File: src/rtl/stg_wb_mq.sv
// stg_wb_mq: per-producer writeback FIFOs merged round-robin onto one GP write port,
// with a pending-register mask for the hazard unit.
module stg_wb_mq #(
    parameter int N_CH   = 2,
    parameter int DEPTH  = 4,
    parameter int DATA_W = 24,
    parameter int GP_AW  = 4,
    parameter int CNT_W  = 16
) (
    input  logic                     iw_clk,
    input  logic                     iw_rst_n,
    input  logic                     iw_flush,
    input  logic [N_CH-1:0]          iw_ch_valid,
    output logic [N_CH-1:0]          ow_ch_ready,
    input  logic [N_CH*GP_AW-1:0]    iw_ch_addr,
    input  logic [N_CH*DATA_W-1:0]   iw_ch_data,
    output logic                     ow_gp_write_enable,
    output logic [GP_AW-1:0]         ow_gp_write_addr,
    output logic [DATA_W-1:0]        ow_gp_write_data,
    output logic [(N_CH>1 ? $clog2(N_CH) : 1)-1:0] ow_gp_write_ch,
    output logic [(1<<GP_AW)-1:0]    ow_pending_mask,
    output logic [CNT_W-1:0]         ow_retire_count
);
    localparam int CW = N_CH > 1 ? $clog2(N_CH) : 1;
    localparam int PW = $clog2(DEPTH);

    logic [GP_AW-1:0]  fa [N_CH][DEPTH];
    logic [DATA_W-1:0] fd [N_CH][DEPTH];
    logic [PW:0]       wp [N_CH];
    logic [PW:0]       rp [N_CH];
    logic [PW:0]       occ [N_CH];
    logic [N_CH-1:0]   ne;
    logic [N_CH-1:0]   full;
    logic [N_CH-1:0]   push;
    logic [CW-1:0]     rr;
    logic [CW-1:0]     gnt;
    logic [CW-1:0]     nrr;
    logic              gnt_v;
    logic [GP_AW-1:0]  hd_a;
    logic [DATA_W-1:0] hd_d;
    logic [(1<<GP_AW)-1:0] pm;

    // Pointers carry one extra wrap bit, so occupancy == DEPTH shows up as its MSB.
    always_comb begin
        for (int k = 0; k < N_CH; k++) begin
            occ[k]  = wp[k] - rp[k];
            ne[k]   = wp[k] != rp[k];
            full[k] = occ[k][PW];
        end
    end

    assign ow_ch_ready = {N_CH{iw_rst_n & ~iw_flush}} & ~full;
    assign push        = iw_ch_valid & ow_ch_ready;

    always_comb begin
        gnt_v = 1'b0;
        gnt   = '0;
        for (int i = 0; i < N_CH; i++) begin
            if (!gnt_v && ne[(int'(rr) + i) % N_CH]) begin
                gnt_v = 1'b1;
                gnt   = CW'((int'(rr) + i) % N_CH);
            end
        end
        nrr  = CW'((int'(gnt) + 1) % N_CH);
        hd_a = '0;
        hd_d = '0;
        for (int k = 0; k < N_CH; k++) begin
            if (gnt == CW'(k)) begin
                hd_a = fa[k][rp[k][PW-1:0]];
                hd_d = fd[k][rp[k][PW-1:0]];
            end
        end
    end

    // A slot is live when its distance from the read pointer is below the occupancy.
    always_comb begin
        pm = '0;
        for (int k = 0; k < N_CH; k++) begin
            for (int j = 0; j < DEPTH; j++) begin
                if ({1'b0, PW'(j) - rp[k][PW-1:0]} < occ[k])
                    pm[fa[k][j]] = 1'b1;
            end
        end
        if (ow_gp_write_enable)
            pm[ow_gp_write_addr] = 1'b1;
    end

    assign ow_pending_mask = pm;

    always_ff @(posedge iw_clk) begin
        for (int k = 0; k < N_CH; k++) begin
            if (push[k]) begin
                fa[k][wp[k][PW-1:0]] <= iw_ch_addr[k*GP_AW +: GP_AW];
                fd[k][wp[k][PW-1:0]] <= iw_ch_data[k*DATA_W +: DATA_W];
            end
        end
    end

    always_ff @(posedge iw_clk or negedge iw_rst_n) begin
        if (!iw_rst_n) begin
            for (int k = 0; k < N_CH; k++) begin
                wp[k] <= '0;
                rp[k] <= '0;
            end
            rr                 <= '0;
            ow_gp_write_enable <= 1'b0;
            ow_gp_write_addr   <= '0;
            ow_gp_write_data   <= '0;
            ow_gp_write_ch     <= '0;
            ow_retire_count    <= '0;
        end else if (iw_flush) begin
            for (int k = 0; k < N_CH; k++) begin
                wp[k] <= '0;
                rp[k] <= '0;
            end
            rr                 <= '0;
            ow_gp_write_enable <= 1'b0;
        end else begin
            for (int k = 0; k < N_CH; k++) begin
                if (push[k])
                    wp[k] <= wp[k] + 1'b1;
                if (gnt_v && gnt == CW'(k))
                    rp[k] <= rp[k] + 1'b1;
            end
            ow_gp_write_enable <= gnt_v;
            if (gnt_v) begin
                rr               <= nrr;
                ow_gp_write_addr <= hd_a;
                ow_gp_write_data <= hd_d;
                ow_gp_write_ch   <= gnt;
                ow_retire_count  <= ow_retire_count + 1'b1;
            end
        end
    end
endmodule

File: config.mk
export PLATFORM = sky130hd
export DESIGN_NAME = stg_wb_mq
export DESIGN_NICKNAME = d
export VERILOG_FILES = /design/src/rtl/stg_wb_mq.sv
export SDC_FILE = /design/constraint.sdc
export NUM_CORES = 1
export LEC_CHECK = 0
export BUFFER_PORTS_ARGS = -buffer_cell sky130_fd_sc_hd__buf_2
export CAP_MARGIN = 25
export CORE_MARGIN = 2
export CORE_UTILIZATION = 45
export DETAILED_ROUTE_END_ITERATION = 16
export GPL_TIMING_DRIVEN = 0
export HOLD_SLACK_MARGIN = 0.05
export SLEW_MARGIN = 20
export SYNTH_ARGS = -nofsm -noshare
export SYNTH_HDL_FRONTEND = slang
export SYNTH_SLANG_ARGS = --single-unit
File: constraint.sdc
create_clock -name iw_clk -period 4.3 [get_ports iw_clk]
set_input_delay 0.43 -clock iw_clk [delete_from_list [all_inputs] [get_ports iw_clk]]
set_output_delay 0.43 -clock iw_clk [all_outputs]
set_load 0.005 [all_outputs]
==> results of run 1 <==
[per-stage QoR]
stage / power [mW] / worst slack (ns)
floorplan: 4.95 / 0.731
global route: 8.94 / -0.00691
CTS: 8.52 / 0.0181
global placement: 5.82 / -0.849
detailed placement: 5.86 / -0.474
finish: 8.49 / 0.107
[what timing repair did]
| item | in CTS | in global routing |
|---|---|---|
| gates cloned | 0 | 0 |
| resized for setup | 6 | 6 |
| hold endpoints to repair | 59 | 0 |
| setup endpoints to repair | 55 | 13 |
| setup buffers | 0 | 2 |
| pin swaps | 0 | 2 |
| hold buffers | 1 | 0 |
[sequential cells by signal, summed over array words and instances, names as in the netlist]
name	count
fa	32
fd	192
ow_gp_write_addr	4
ow_gp_write_ch	1
ow_gp_write_data	24
ow_gp_write_enable	1
ow_retire_count	16
rp	6
rr	1
wp	6
[cells in the final DEF, fill, tap and decap left out, drive strengths merged, types with 10 or more instances in the layout]
cell and instances:
edfxtp 224, buf 151, nand2 63, dfrtp 59, clkbuf 58, mux4 56, nor2 35, o21ai 31
mux2i 29, inv 29, nor3 28, ha 25, nand3 22, xnor2 21, nand2b 20, nor2b 15
a21oi 15, nor4 14, nand4 14, and2 14, o22ai 10
[how the worst max path moves through the flow]
stage | endpoint | slack, ns | depth (start not counted)
2_1_floorplan | fa[0][16]$_DFFE_PP_ | 0.73 | 7
3_3_place_gp | fd[0][101]$_DFFE_PP_ | -0.85 | 7
3_5_place_dp | ow_pending_mask[10] | -0.47 | 12
4_1_cts | ow_pending_mask[10] | 0.02 | 11
5_1_grt | ow_pending_mask[0] | -0.007 | 10
6_report | ow_pending_mask[9] | 0.11 | 9
[cells in the mapped netlist (all sizes together) (3+ instances only)]
| master | number | area [sq um] |
|---|---|---|
| ha | 25 | 313 |
| inv | 27 | 101 |
| or2 | 5 | 31.3 |
| nand2 | 63 | 236 |
| and3 | 7 | 43.8 |
| nand2b | 20 | 125 |
| xor2 | 4 | 35.0 |
| o22ai | 10 | 62.6 |
| a211oi | 3 | 22.5 |
| a2111oi | 3 | 33.8 |
| mux4 | 56 | 1260 |
| nor2 | 35 | 134 |
| xnor2 | 21 | 184 |
| o32ai | 7 | 61.3 |
| buf | 15 | 73.8 |
| edfxtp | 224 | 6730 |
| nor4 | 14 | 87.6 |
| clkbuf | 20 | 75.1 |
| nand3 | 22 | 110 |
| a32oi | 5 | 43.8 |
| a21oi | 15 | 93.9 |
| dfrtp | 59 | 1480 |
| and2 | 14 | 87.6 |
| nand4 | 14 | 87.6 |
| nor3 | 28 | 150 |
| o21ba | 3 | 30.0 |
| nor3b | 8 | 60.1 |
| nor2b | 15 | 93.8 |
| o211ai | 3 | 22.5 |
| o41ai | 3 | 26.3 |
| nand3b | 3 | 22.5 |
| a22oi | 8 | 60.1 |
| o21ai | 31 | 155 |
| mux2i | 29 | 290 |
[critical path, cell delays in order, from the launching register on]
cell and delay [ns]:
dfrtp_1 0.41, clkbuf_8 0.29, inv_1 0.15, fa_1 0.41
xnor3_2 0.57, a21oi_1 0.14, nor3b_1 0.65, a22oi_1 0.25
o211ai_1 0.19, buf_2 0.15
[layout make-up]
cell class,count,area (sq um)
fillers,2347,12600
flip-flops and latches,283,8200
multi-input cells,504,4300
repair buffers,138,892
clock buffers,38,769
well taps,378,473
clock inverters,16,243
plain buffers,34,159
inverters,27,101
[power by group through the flow]
stage               Sequential [mW]  Combinational (mW)  Clock [mW]
floorplan                      3.39                1.56           0
global placement               3.43                2.39           0
detailed placement             3.43                2.42           0
CTS                            3.38                2.43        2.70
global route                   3.41                2.73        2.81
finish                         3.38                2.47        2.64
[cells by family (layout without fill, tap and decap cells)]
logic type / after synthesis / in the layout
DFF: 283 / 283
and+or+nand+nor: 258 / 258
AOI/OAI and AO/OA: 107 / 107
muxes: 85 / 85
buffers and inverters: 62 / 253
adders and majority gates: 27 / 27
xor gates and xnor gates: 27 / 27
[layer usage]
metal,share of wire,global-route usage,vias up
met2,0.47,0.343,330
met1,0.43,0.290,3996
met3,0.069,0.0414,60
met4,0.025,0.0544,10
met5,0.0021,0,-
li1,-,-,3639
==> flow_metrics.py, run 1 <==
metrics = {
    "synth": {
        "syn_area_sq_mm": 0.0127,
        "synthesis.nets": 937,
        "synth_compound_area_frac": 0.0584,
        "synth_top_family_by_area": "multiplexers",
        "muxShareOfSynthArea": 0.122,
        "ys.warnings.count": 0,
        "yosysSeqAreaShare": 0.645,
        "async_reset_ff_frac": 0.208,
        "synth_cells": 849,
        "synthAdderAreaFrac": 0.0277,
        "synth_ff_type": "edfxtp_1",
        "synth.distinct_cells": 63,
        "synthSimpleGateAreaFrac": 0.106,
        "synth_seq_cells": 283,
        "synth_xor_area_frac": 0.0210,
        "avgSynthCellArea_sq_um": 15.0,
        "synth_edf_count": 224,
    },
    "power": {
        "irDropWorstVdd_v": 0.000367,
        "p_int_mw": 5.85,
        "p_sw_frac": 0.311,
        "combPwrFrac": 0.291,
        "p_sw_mw": 2.65,
        "leakage_nw": 5.45,
        "clkPwrFrac": 0.311,
        "power_density_mw_per_mm2": 561,
        "power_frac_seq": 0.398,
    },
    "setup_path": {
        "r2r_slack_ns": 0.98,
        "rr_endpoint": "fd[0][142]$_DFFE_PP_",
        "worst_ep_required_time_ns": 3.87,
        "cp-end-kind": "primary output",
        "reg2regPathDepth": 7,
        "start_kind": "flip-flop",
        "crit_arrival_ns": 3.76,
        "r2r_start": "rp[1]$_DFFE_PN0P_",
        "crit_fanout": 19,
        "cp-startpoint": "rp[1]$_DFFE_PN0P_",
        "worstSetupPathType": "flip-flop to primary output",
    },
    "floorplan": {
        "die_area_sq_mm": 0.0296,
        "ios": 125,
        "rows": 61,
        "core_sq_mm": 0.0278,
        "initial_core_util": 0.458,
        "die_y_um": 172,
        "die_x_um": 172,
    },
    "timing": {
        "setup_violations": 0,
        "hold_ws_ns": 0.0884,
        "layout_min_cycle_time_ns": 4.19,
        "hold_violations": 0,
        "fin_skew_ns": 0.0138,
        "fmax_mhz": 239,
        "worstMarginPinSlew_ns": 0.855,
        "report.final.slew_viol_count": 0,
        "tns_ns": 0,
        "fin_crit_sh": 0.975,
        "relSlewSlack": 0.430,
    },
    "detailed_routing": {
        "wire_per_inst_um": 21.9,
        "drt_iter0_markers": 826,
        "drtPass1Iterations": 6,
        "viasPerCell": 5.67,
        "vias": 8035,
        "antenna_left": 0,
        "drt-total-wl_um": 31000,
        "drc": 0,
    },
    "cts": {
        "clk_latency_ns": 0.55,
        "cts_inserted_buffers": 29,
        "cts_tree": "built",
        "cts_htree_levels": 1,
        "cts_sinks": 283,
        "path_clk_slew_ns": 0.06,
        "cts-root-buf": "clkbuf_16",
        "cts_buffer_depth": 3,
    },
    "worst_hold_path": {
        "min_to": "fd[0][89]$_DFFE_PP_",
        "min_from": "iw_ch_data[17]",
        "whs_path_depth": 1,
        "min-delay-path-class": "input port to flip-flop",
    },
    "job": {
        "maxCapViolCount": 0,
    },
    "outcome": {
        "status": "finished clean",
    },
    "global_routing": {
        "gr-usage-all-layers": 0.210,
        "antenna_found_initial": 6,
        "grt_pass1_wl_um": 46100,
        "grt_max_degree": 52,
        "grt_pass1_vias": 7808,
        "grt_overflow": 0,
    },
    "layout": {
        "drive_above_1_share": 0.268,
        "post-route-util": 0.545,
        "final_cells": 1418,
        "stdcell_area_sq_mm": 0.0151,
        "antennaDiodeCount": 0,
        "synthToLayoutAreaGrowth_pct": 19.0,
        "final_nets": 1105,
    },
    "place": {
        "dp_hpwl_um": 21700,
        "place_inst": 1360,
        "dpl-instance-area_sq_mm": 0.0140,
        "numPortBuffers": 124,
        "routabilityCongestion": 0.953,
    },
}
No activity file was read; power rests on OpenSTA's default activity.
==> inputs of run 2 (changes only) <==
Settings changed: ABC_AREA set to 1.
==> run 2 against run 1 <==
Via count is 37% higher. Total power up 17%. First-iteration DRC count down 3.4%. Final cell count rose by 47%. Sequential share of layout area fell by 3.8 points. Clock skew up 0.021 ns. Non-clock buffer count rose by 27. Register-to-register slack better by 0.03 ns. Die area grew 8.0%. Synthesized cell count increased by 76%. Critical path depth grew 4. Combinational power grew 52%. Critical path type unchanged. Critical endpoint is now ow_pending_mask[15].
==> flow_metrics.py, run 2 <==
metrics = {
    "outcome": {
        "status": "finished clean",
    },
    "place": {
        "place_inst": 2024,
        "routabilityCongestion": 0.929,
        "dp_hpwl_um": 28100,
        "dpl-instance-area_sq_mm": 0.0152,
        "numPortBuffers": 124,
    },
    "layout": {
        "final_cells": 2088,
        "largest_reg_flops": 192,
        "drive_above_1_share": 0.140,
        "stdcell_area_sq_mm": 0.0163,
        "synthToLayoutAreaGrowth_pct": 18.3,
        "final_cell_mix": "nand2_1 (326), nor2_1 (289), edfxtp_1 (224)",
        "mostFrequentLayoutCell": "nand2_1",
        "final_nets": 1753,
    },
    "setup_path": {
        "r2r_slack_ns": 1.01,
        "crit_arrival_ns": 3.64,
        "cpPeakStageDelay_ns": 0.56,
        "rr_endpoint": "fd[0][190]$_DFFE_PP_",
        "worstSetupPathType": "flip-flop to primary output",
        "reg2regPathDepth": 9,
        "r2r_start": "rp[1]$_DFFE_PN0P_",
        "crit_end": "ow_pending_mask[15]",
        "cp_slowest_cell": "fa_1",
        "crit_fanout": 10,
        "cp-end-kind": "primary output",
        "start_kind": "flip-flop",
        "path_common_cell": "nand3_1",
        "cp-startpoint": "rp[1]$_DFFE_PN0P_",
        "path_cells": "clkbuf_2, clkinvlp_4, fa_1, inv_1, ha_1, o21bai_1, nand3_1, buf_2, nand3_1, nand3_1, nor2_1, nand2_1, buf_2",
        "worst_ep_required_time_ns": 3.87,
    },
    "detailed_routing": {
        "drc": 0,
        "viasPerCell": 5.25,
        "drtPass1Iterations": 6,
        "wire_per_inst_um": 18.3,
        "drt-total-wl_um": 38200,
        "vias": 11000,
        "drt_iter0_markers": 798,
        "antenna_left": 0,
    },
    "cts": {
        "cts_htree_levels": 1,
        "cts_tree": "built",
        "cts_buffer_depth": 3,
        "path_clk_slew_ns": 0.06,
        "cts_sinks": 283,
        "clk_latency_ns": 0.57,
        "cts_inserted_buffers": 31,
        "cts-root-buf": "clkbuf_16",
    },
    "synth": {
        "synth_edf_count": 224,
        "synth_seq_cells": 283,
        "synth_cells": 1495,
        "yosysTopAreaCell": "edfxtp_1",
        "synthesis.nets": 1583,
        "synth_top_cells_by_area": "edfxtp_1 (49%), dfrtp_1 (11%), nand2_1 (8.9%)",
        "async_reset_ff_frac": 0.208,
        "synth.distinct_cells": 34,
        "syn_area_sq_mm": 0.0138,
        "synth_ff_type": "edfxtp_1",
        "yosysSeqAreaShare": 0.596,
        "synth_common_cells": "nand2_1 (326), nor2_1 (297), edfxtp_1 (224)",
        "synth_top_area_share": 0.489,
        "yosysMostFrequentCell": "nand2_1",
        "avgSynthCellArea_sq_um": 9.21,
        "ys.warnings.count": 0,
    },
    "timing": {
        "fin_skew_ns": 0.0350,
        "report.final.slew_viol_count": 0,
        "relSlewSlack": 0.529,
        "worstMarginPinSlew_ns": 0.706,
        "hold_violations": 0,
        "setup_violations": 0,
        "layout_min_cycle_time_ns": 4.07,
        "fmax_mhz": 246,
        "fin_crit_sh": 0.946,
    },
    "global_routing": {
        "grt_pass1_vias": 10500,
        "grt_overflow": 0,
        "gr-usage-all-layers": 0.241,
        "grt_max_degree": 47,
        "antenna_found_initial": 2,
        "grt_pass1_wl_um": 58200,
    },
    "job": {
        "maxCapViolCount": 0,
    },
    "floorplan": {
        "ios": 125,
        "die_area_sq_mm": 0.0320,
        "rows": 64,
        "initial_core_util": 0.454,
        "die_x_um": 179,
        "die_y_um": 179,
        "core_sq_mm": 0.0303,
    },
    "worst_hold_path": {
        "min-delay-path-class": "input port to flip-flop",
        "whs_path_depth": 1,
    },
    "power": {
        "leakage_nw": 6.87,
        "irDropWorstVdd_v": 0.000355,
        "power_density_mw_per_mm2": 611,
    },
}
-- run 2: cell types whose count changed in the layout (fill, tap and decap cells not counted), moves of 14 or more --
cell / before / now
nor2b_1: 15 / 0
nand2b_1: 20 / 0
o21ai_0: 29 / 128
o22a_1: 2 / 24
nor3_1: 25 / 7
buf_2: 131 / 146
inv_1: 26 / 109
nor4_1: 14 / 0
nor2_1: 33 / 289
mux2i_1: 29 / 0
xnor2_1: 21 / 3
nand2_1: 63 / 326
nand3_1: 22 / 165
mux4_2: 56 / 0
-- run 2: cell families (layout without fill, tap and decap cells) --
logic type               Yosys count  count (layout)  share of synthesized area
AO/OA/AOI/OAI                    186             186                     0.0766
flip-flops                       283             283                      0.596
buffers and inverters            176             371                     0.0531
XOR/XNOR                          13              13                    0.00827
AND/OR/NAND/NOR                  810             810                      0.241
other                              0               2                          0
adder cells (fa/ha/maj)           27              27                     0.0256
-- run 2: metal layers --
metal | part of all wire | track usage
met1 | 0.42 | 0.318
met2 | 0.48 | 0.401
met3 | 0.066 | 0.0428
met4 | 0.033 | 0.0813
met5 | 0.00055 | 0
-- run 2: area by class of cell --
class	count	area, sq um
Tap cell	396	495
Fill cell	2758	14100
Antenna cell	2	5.00
Timing Repair Buffer	138	896
Clock inverter	17	220
Multi-Input combinational cell	1036	4900
Buffer	61	300
Inverter	114	432
Sequential cell	283	8200
Clock buffer	41	833
-- run 2: worst max-delay path, delay by kind of cell, from the launching register on --
family	cells	cell delay (ns)
simple gates	5	0.67
flops	1	0.41
compound gates	1	0.14
buf+inv	5	1.00
fa+ha+maj	2	0.86
-- run 2: how the worst min path moves through the flow --
stage | start | end
floorplan | iw_rst_n | ow_gp_write_addr[0]$_DFFE_PN0P_
global placement | ow_gp_write_data[13]$_DFFE_PN0P_ | ow_gp_write_data[13]$_DFFE_PN0P_
detailed placement | iw_rst_n | ow_gp_write_data[11]$_DFFE_PN0P_
CTS | iw_ch_data[46] | fd[0][166]$_DFFE_PP_
global route | iw_ch_data[37] | fd[0][157]$_DFFE_PP_
finish | iw_ch_data[46] | fd[0][142]$_DFFE_PP_
-- run 2: repair_timing --
| item | 4_1_cts | 5_1_grt |
|---|---|---|
| buffers inserted | 0 | 4 |
| endpoints found under the setup margin | 15 | 12 |
| resized for setup | 1 | 2 |
| hold buffers | 1 | 0 |
| hold endpoints to repair | 49 | 0 |
-- run 2: report_power, final --
group / switching, mW / total, mW / internal (mW) / leakage (nW)
sequential: 0.232 / 3.46 / 3.23 / 2.78
combinational: 2.51 / 3.76 / 1.26 / 3.58
clock: 1.07 / 2.73 / 1.66 / 0.511
total: 3.81 / 9.95 / 6.14 / 6.87
-- run 2: metrics by stage --
| step | setup slack (ns) | hold WS [ns] | setup TNS, ns | power [mW] | util |
|---|---|---|---|---|---|
| after global routing | -0.00391 | 0.0582 | -0.00391 | 10.6 | 0.536 |
| after CTS | 0.137 | 0.0513 | 0 | 10.0 | 0.535 |
| after global placement | -0.729 | 0.460 | -145.60 | 7.18 | 0.490 |
| final | 0.232 | 0.0769 | 0 | 9.95 | 0.537 |
| after detailed placement | 0.442 | 0.324 | 0 | 7.26 | 0.500 |
| after floorplan | 0.855 | 0.134 | 0 | 5.83 | - |
